## config.mk

```make
export PLATFORM = sky130hd
export DESIGN_NAME = sound_gen
export DESIGN_NICKNAME = d
export VERILOG_FILES = /design/src/rtl/sound_gen.sv
export SDC_FILE = /design/constraint.sdc
export NUM_CORES = 1
export LEC_CHECK = 0
export CORE_UTILIZATION = 40
export DETAILED_ROUTE_END_ITERATION = 7
export PLACE_DENSITY = 0.64
export SETUP_SLACK_MARGIN = 0.2
export SYNTH_ARGS = -nofsm -noshare
export SYNTH_HDL_FRONTEND = slang
export SYNTH_SLANG_ARGS = --single-unit
```

## constraint.sdc

```tcl
create_clock -name clk -period 1.75 [get_ports clk]
set_clock_uncertainty 0.1 [all_clocks]
set_input_delay 0.525 -clock clk [delete_from_list [all_inputs] [get_ports clk]]
set_output_delay 0.525 -clock clk [all_outputs]
set_load 0.02 [all_outputs]
```

## src/rtl/sound_gen.sv

```systemverilog
// Two-note buzzer sequencer: plays ping/pong/go/stop on any change of code_sound.
// A new code always restarts the sequence; mute only gates the speaker output.
module sound_gen #(
    parameter int unsigned HALF_LO  = 56818,
    parameter int unsigned HALF_HI  = 28409,
    parameter int unsigned NOTE_LEN = 2500000,
    parameter int unsigned GAP_LEN  = 1250000
) (
    input  logic       clk,
    input  logic       clr,
    input  logic [1:0] code_sound,
    input  logic       mute,
    output logic       speaker,
    output logic       busy
);

    localparam logic [15:0] HALF_LO_LAST  = 16'(HALF_LO - 1);
    localparam logic [15:0] HALF_HI_LAST  = 16'(HALF_HI - 1);
    localparam logic [23:0] NOTE_LAST     = 24'(NOTE_LEN - 1);
    localparam logic [23:0] GAP_LAST      = 24'(GAP_LEN - 1);

    typedef enum logic [1:0] {
        IDLE  = 2'd0,
        NOTE1 = 2'd1,
        GAP   = 2'd2,
        NOTE2 = 2'd3
    } state_t;

    state_t      state_q, state_d;
    logic [1:0]  code_q, code_d;
    logic [1:0]  seq_q, seq_d;
    logic        tone_q, tone_d;
    logic [15:0] half_cnt_q, half_cnt_d;
    logic [23:0] dur_q, dur_d;
    logic        speaker_q, speaker_d;
    logic        busy_q, busy_d;

    logic        trigger;
    logic        dur_end;
    logic        note_hi;
    logic [15:0] half_last;

    always_comb begin
        state_d    = state_q;
        code_d     = code_sound;
        seq_d      = seq_q;
        tone_d     = tone_q;
        half_cnt_d = half_cnt_q;
        dur_d      = dur_q;

        trigger = (code_sound != code_q);
        dur_end = (dur_q == ((state_q == GAP) ? GAP_LAST : NOTE_LAST));

        // ping/stop open high, pong/go open low; only go ends high
        if (state_q == NOTE1) begin
            note_hi = (seq_q[1] == seq_q[0]);
        end else begin
            note_hi = (seq_q == 2'b10);
        end
        half_last = note_hi ? HALF_HI_LAST : HALF_LO_LAST;

        if (trigger) begin
            state_d    = NOTE1;
            seq_d      = code_sound;
            dur_d      = '0;
            half_cnt_d = '0;
            tone_d     = 1'b0;
        end else begin
            case (state_q)
                IDLE: begin
                    dur_d      = '0;
                    half_cnt_d = '0;
                    tone_d     = 1'b0;
                end
                NOTE1, NOTE2: begin
                    if (dur_end) begin
                        state_d    = (state_q == NOTE1 && seq_q[1]) ? GAP : IDLE;
                        dur_d      = '0;
                        half_cnt_d = '0;
                        tone_d     = 1'b0;
                    end else begin
                        dur_d = dur_q + 24'd1;
                        if (half_cnt_q == half_last) begin
                            half_cnt_d = '0;
                            tone_d     = ~tone_q;
                        end else begin
                            half_cnt_d = half_cnt_q + 16'd1;
                        end
                    end
                end
                GAP: begin
                    half_cnt_d = '0;
                    tone_d     = 1'b0;
                    if (dur_end) begin
                        state_d = NOTE2;
                        dur_d   = '0;
                    end else begin
                        dur_d = dur_q + 24'd1;
                    end
                end
                default: begin
                    state_d    = IDLE;
                    dur_d      = '0;
                    half_cnt_d = '0;
                    tone_d     = 1'b0;
                end
            endcase
        end

        // outputs follow the next state so they line up with the state register
        speaker_d = tone_d && (state_d == NOTE1 || state_d == NOTE2) && !mute;
        busy_d    = (state_d != IDLE);
    end

    always_ff @(posedge clk or negedge clr) begin
        if (!clr) begin
            state_q    <= IDLE;
            code_q     <= '0;
            seq_q      <= '0;
            tone_q     <= 1'b0;
            half_cnt_q <= '0;
            dur_q      <= '0;
            speaker_q  <= 1'b0;
            busy_q     <= 1'b0;
        end else begin
            state_q    <= state_d;
            code_q     <= code_d;
            seq_q      <= seq_d;
            tone_q     <= tone_d;
            half_cnt_q <= half_cnt_d;
            dur_q      <= dur_d;
            speaker_q  <= speaker_d;
            busy_q     <= busy_d;
        end
    end

    assign speaker = speaker_q;
    assign busy    = busy_q;

endmodule
```

==> impl_metrics.prom <==
# TYPE chip_impl_metric gauge
chip_impl_info{name="outcome",value="complete, but fails checks"} 1
chip_impl_info{name="violated_checks",value="setup timing"} 1
chip_impl_metric{name="hold_buffers",unit=""} 0
chip_impl_metric{name="postSynthNetCount",unit=""} 260
chip_impl_metric{name="ys_seq_elements",unit=""} 49
chip_impl_metric{name="number_of_flops_mapped_to_enable_cells_by_yosys",unit=""} 0
chip_impl_metric{name="postRouteWirelength",unit="µm"} 5560
chip_impl_metric{name="timing_hold_violations_final",unit=""} 0
chip_impl_metric{name="cp_slowest_stage_delay",unit="ns"} 0.42
chip_impl_metric{name="clk_path_buf_depth",unit=""} 2
chip_impl_metric{name="mean_instance_size_in_the_synthesized_netlist",unit="µm²"} 10.2
chip_impl_metric{name="layout.cells.non_filler",unit=""} 395
chip_impl_metric{name="clock_network_latency_to_the_later_pin_of_the_worst_skew_pair",unit="ns"} 0.31
chip_impl_metric{name="grt_first_pass_wirelength",unit="µm"} 8800
chip_impl_metric{name="p_per_area",unit="nW/µm²"} 606
chip_impl_info{name="layout_common_cells",value="52 x buf_4, 47 x dfrtp_1, 27 x nor2_1"} 1
chip_impl_metric{name="fp.dieH",unit="µm"} 82.0
chip_impl_metric{name="final.fill_count",unit=""} 521
chip_impl_info{name="critical_path.endpoint_type",value="flop"} 1
chip_impl_metric{name="final_util",unit="%"} 56.4
chip_impl_metric{name="place_hpwl",unit="µm"} 3630
chip_impl_info{name="worstPathCellList",value="buf_4, and4_1, nand4_1, nor4_1, xnor2_1, nor2_2"} 1
chip_impl_metric{name="timing.final.crit_share",unit="%"} 109
chip_impl_metric{name="htree_num_levels",unit=""} 2
chip_impl_metric{name="floorplan.rows",unit=""} 28
chip_impl_metric{name="p_total",unit="mW"} 2.07
chip_impl_info{name="mostFrequentLayoutCell",value="buf_4"} 1
chip_impl_metric{name="synth_async_sr_flop_share",unit="%"} 100
chip_impl_metric{name="vias_per_cell",unit=""} 5.16
chip_impl_metric{name="floorplan.initialDensity",unit="%"} 42.3
chip_impl_metric{name="vdd_ir_drop_max",unit="µV"} 346
chip_impl_metric{name="totalNegativeSetupSlack",unit="ns"} -4.00
chip_impl_metric{name="slew_headroom",unit="%"} 69.7
chip_impl_metric{name="firstDrtPassIters",unit=""} 4
chip_impl_metric{name="grtUsageTotal",unit="%"} 17.3
chip_impl_metric{name="yosysWarningCount",unit=""} 0
chip_impl_metric{name="clkSinkCount",unit=""} 49
chip_impl_metric{name="grt_start_max_net_pins",unit=""} 50
chip_impl_metric{name="maxClockFrequency",unit="MHz"} 525
chip_impl_metric{name="overflow",unit=""} 0
chip_impl_info{name="clock_root_buffer",value="clkbuf_8"} 1
chip_impl_metric{name="routedWlPerCell",unit="µm"} 14.1
chip_impl_metric{name="worst_slack",unit="ns"} -0.155
chip_impl_metric{name="drt.antenna.violating_nets",unit=""} 0
chip_impl_metric{name="floorplan.core_area",unit="µm²"} 6060
chip_impl_metric{name="dieArea",unit="µm²"} 6730
chip_impl_metric{name="worstMarginPinSlew",unit="ns"} 0.450
chip_impl_info{name="criticalPathCategory",value="reg -> reg"} 1
chip_impl_metric{name="route.vias.total",unit=""} 2039
chip_impl_metric{name="dr.first_iter.drc_count",unit=""} 140
chip_impl_metric{name="number_of_global_route_vias_before_repair",unit=""} 1951
chip_impl_metric{name="mappedNetlistArea",unit="µm²"} 2560
chip_impl_metric{name="antenna-diode-count",unit=""} 0
chip_impl_info{name="crit_path_top_delay_cell",value="nor4_1"} 1
chip_impl_metric{name="final.hold.worst_slack",unit="ns"} 0.0824
chip_impl_metric{name="timing.critical_path.arrival",unit="ns"} 2.00
chip_impl_metric{name="top_level_ports",unit=""} 7
chip_impl_metric{name="fraction_of_layout_instances_using_a_drive_strength_above_1",unit="%"} 37.8
chip_impl_metric{name="tritoncts.num_buffers",unit=""} 5
chip_impl_metric{name="drcViolationCount",unit=""} 0
chip_impl_metric{name="period_minus_slack",unit="ns"} 1.91
chip_impl_metric{name="timing.max_cap.violations",unit=""} 0
chip_impl_metric{name="final-setup-viol-count",unit=""} 41
chip_impl_metric{name="grt_antenna_before_repair",unit=""} 0
chip_impl_metric{name="dpl.cell_count",unit=""} 375
chip_impl_metric{name="globalplace.congestion",unit=""} 0.765
chip_impl_info{name="cts_tree",value="built"} 1
chip_impl_metric{name="finalNetCount",unit=""} 327
chip_impl_metric{name="area_growth_syn_to_layout",unit="%"} 33.6
chip_impl_info{name="critPathLaunchType",value="flop"} 1
chip_impl_info{name="unrepaired_setup_endpoints_after_global_routing",value="true"} 1
chip_impl_metric{name="crit_fanout",unit=""} 5
chip_impl_metric{name="synth.lib_cells_used.distinct",unit=""} 43
chip_impl_metric{name="synthCells",unit=""} 252
chip_impl_metric{name="worst_r2r_path_depth",unit=""} 6
chip_impl_metric{name="sequential_cell_area_fraction_in_the_yosys_report",unit="%"} 47.9
chip_impl_info{name="postSynth.topFlopCell",value="dfrtp_1"} 1
chip_impl_metric{name="cts.clk_slew.worst_paths",unit="ns"} 0.10
chip_impl_metric{name="rrSetupSlack",unit="ns"} -0.16
chip_impl_metric{name="die_width",unit="µm"} 82.0
chip_impl_metric{name="worst-endpoint-required",unit="ns"} 1.84
chip_impl_metric{name="power.leakage",unit="nW"} 1.41
chip_impl_metric{name="final_max_slew_viol_count",unit=""} 0
chip_impl_info{name="path_category_of_the_worst_min_delay_check",value="in -> async"} 1
chip_impl_metric{name="port_buffers",unit=""} 6
## synth_stat cells, types with 3 or more instances
cell / count / area share (%)
dfrtp_1: 49 / 48
nor2_1: 30 / 4.4
nor2_2: 20 / 4.9
xor2_1: 19 / 6.5
xnor2_1: 18 / 6.2
nand2_1: 17 / 2.5
nand3_1: 16 / 3.1
nand4_1: 13 / 3.2
nor3_1: 7 / 1.4
inv_1: 6 / 0.88
and3_1: 4 / 0.98
and2_1: 3 / 0.73
and4_1: 3 / 1.0
ha_1: 3 / 1.5
nor4_1: 3 / 0.73
o21ai_0: 3 / 0.59
## what timing repair did
| action | 4_1_cts | 5_1_grt |
|---|---|---|
| setup endpoints to repair | 49 | 46 |
| buffers inserted | 4 | 4 |
| pin swaps | 21 | 9 |
| resized for setup | 28 | 13 |
| cloned | 1 | 3 |
## area by class of cell
| cell class | count | area (µm²) | share of cell area (%) |
|---|---|---|---|
| multi-input cells | 192 | 1420 | 41.6 |
| clock inverters | 2 | 16.3 | 0.475 |
| well taps | 75 | 93.8 | 2.74 |
| repair buffers | 65 | 566 | 16.5 |
| flip-flops and latches | 49 | 1230 | 35.9 |
| clock buffers | 6 | 72.6 | 2.12 |
| inverters | 6 | 22.5 | 0.658 |
## report_power, final
group | internal [mW] | total, mW | switching [mW]
Sequential | 1.15 | 1.16 | 0.0118
Clock | 0.285 | 0.668 | 0.383
Combinational | 0.117 | 0.247 | 0.130
## layer usage
layer / global-route usage, % / share of wire, % / vias to the layer above
met2: 27.4 / 48 / 43
met1: 23.4 / 47 / 987
met4: 5.79 / 1.5 / 0
met3: 3.67 / 4.1 / 6
met5: 0 / 0 / -
li1: - / - / 1003
## worst max-delay path, delay by kind of cell, from the launching register on
family / cells / cell delay (ns)
xor+xnor: 1 / 0.20
simple gates: 4 / 0.95
buf+inv: 1 / 0.15
flops: 1 / 0.38
## worst paths after layout
check,from,endpoint
worst min register to register,seq_q[0],seq_q[0]
worst max register to register,dur_q[8],dur_q[18]
max in group asynchronous,clr,dur_q[12]
worst max-delay path,dur_q[8],dur_q[18]
min in group clk,code_sound[0],code_q[0]
worst min-delay path,clr,half_cnt_q[6]
## through the flow
| step | area [µm²] | worst slack (ns) |
|---|---|---|
| 2_1_floorplan | 2570 | -0.116 |
| 3_3_place_gp | 3050 | -0.367 |
| 3_5_place_dp | 3050 | -0.423 |
| 4_1_cts | 3270 | -0.150 |
| 5_1_grt | 3420 | -0.289 |
| 6_report | 3420 | -0.155 |
## kinds of logic (layout without fill, tap and decap cells)
| group | after synthesis | count (layout) | synth area share (%) |
|---|---|---|---|
| DFF | 49 | 49 | 47.9 |
| muxes | 4 | 4 | 1.66 |
| buffers and inverters | 12 | 79 | 2.74 |
| xor gates and xnor gates | 37 | 37 | 12.7 |
| adders and majority gates | 3 | 3 | 1.47 |
| AOI/OAI and AO/OA | 14 | 15 | 4.89 |
| and+or+nand+nor | 133 | 133 | 28.7 |
## flip-flops by register name, indices dropped and copies added, names as in the netlist
name        count
busy            1
state_q         2
dur_q          24
seq_q           2
half_cnt_q     16
code_q          2
tone_q          1
speaker         1
Power figures use the tool's default switching activity.
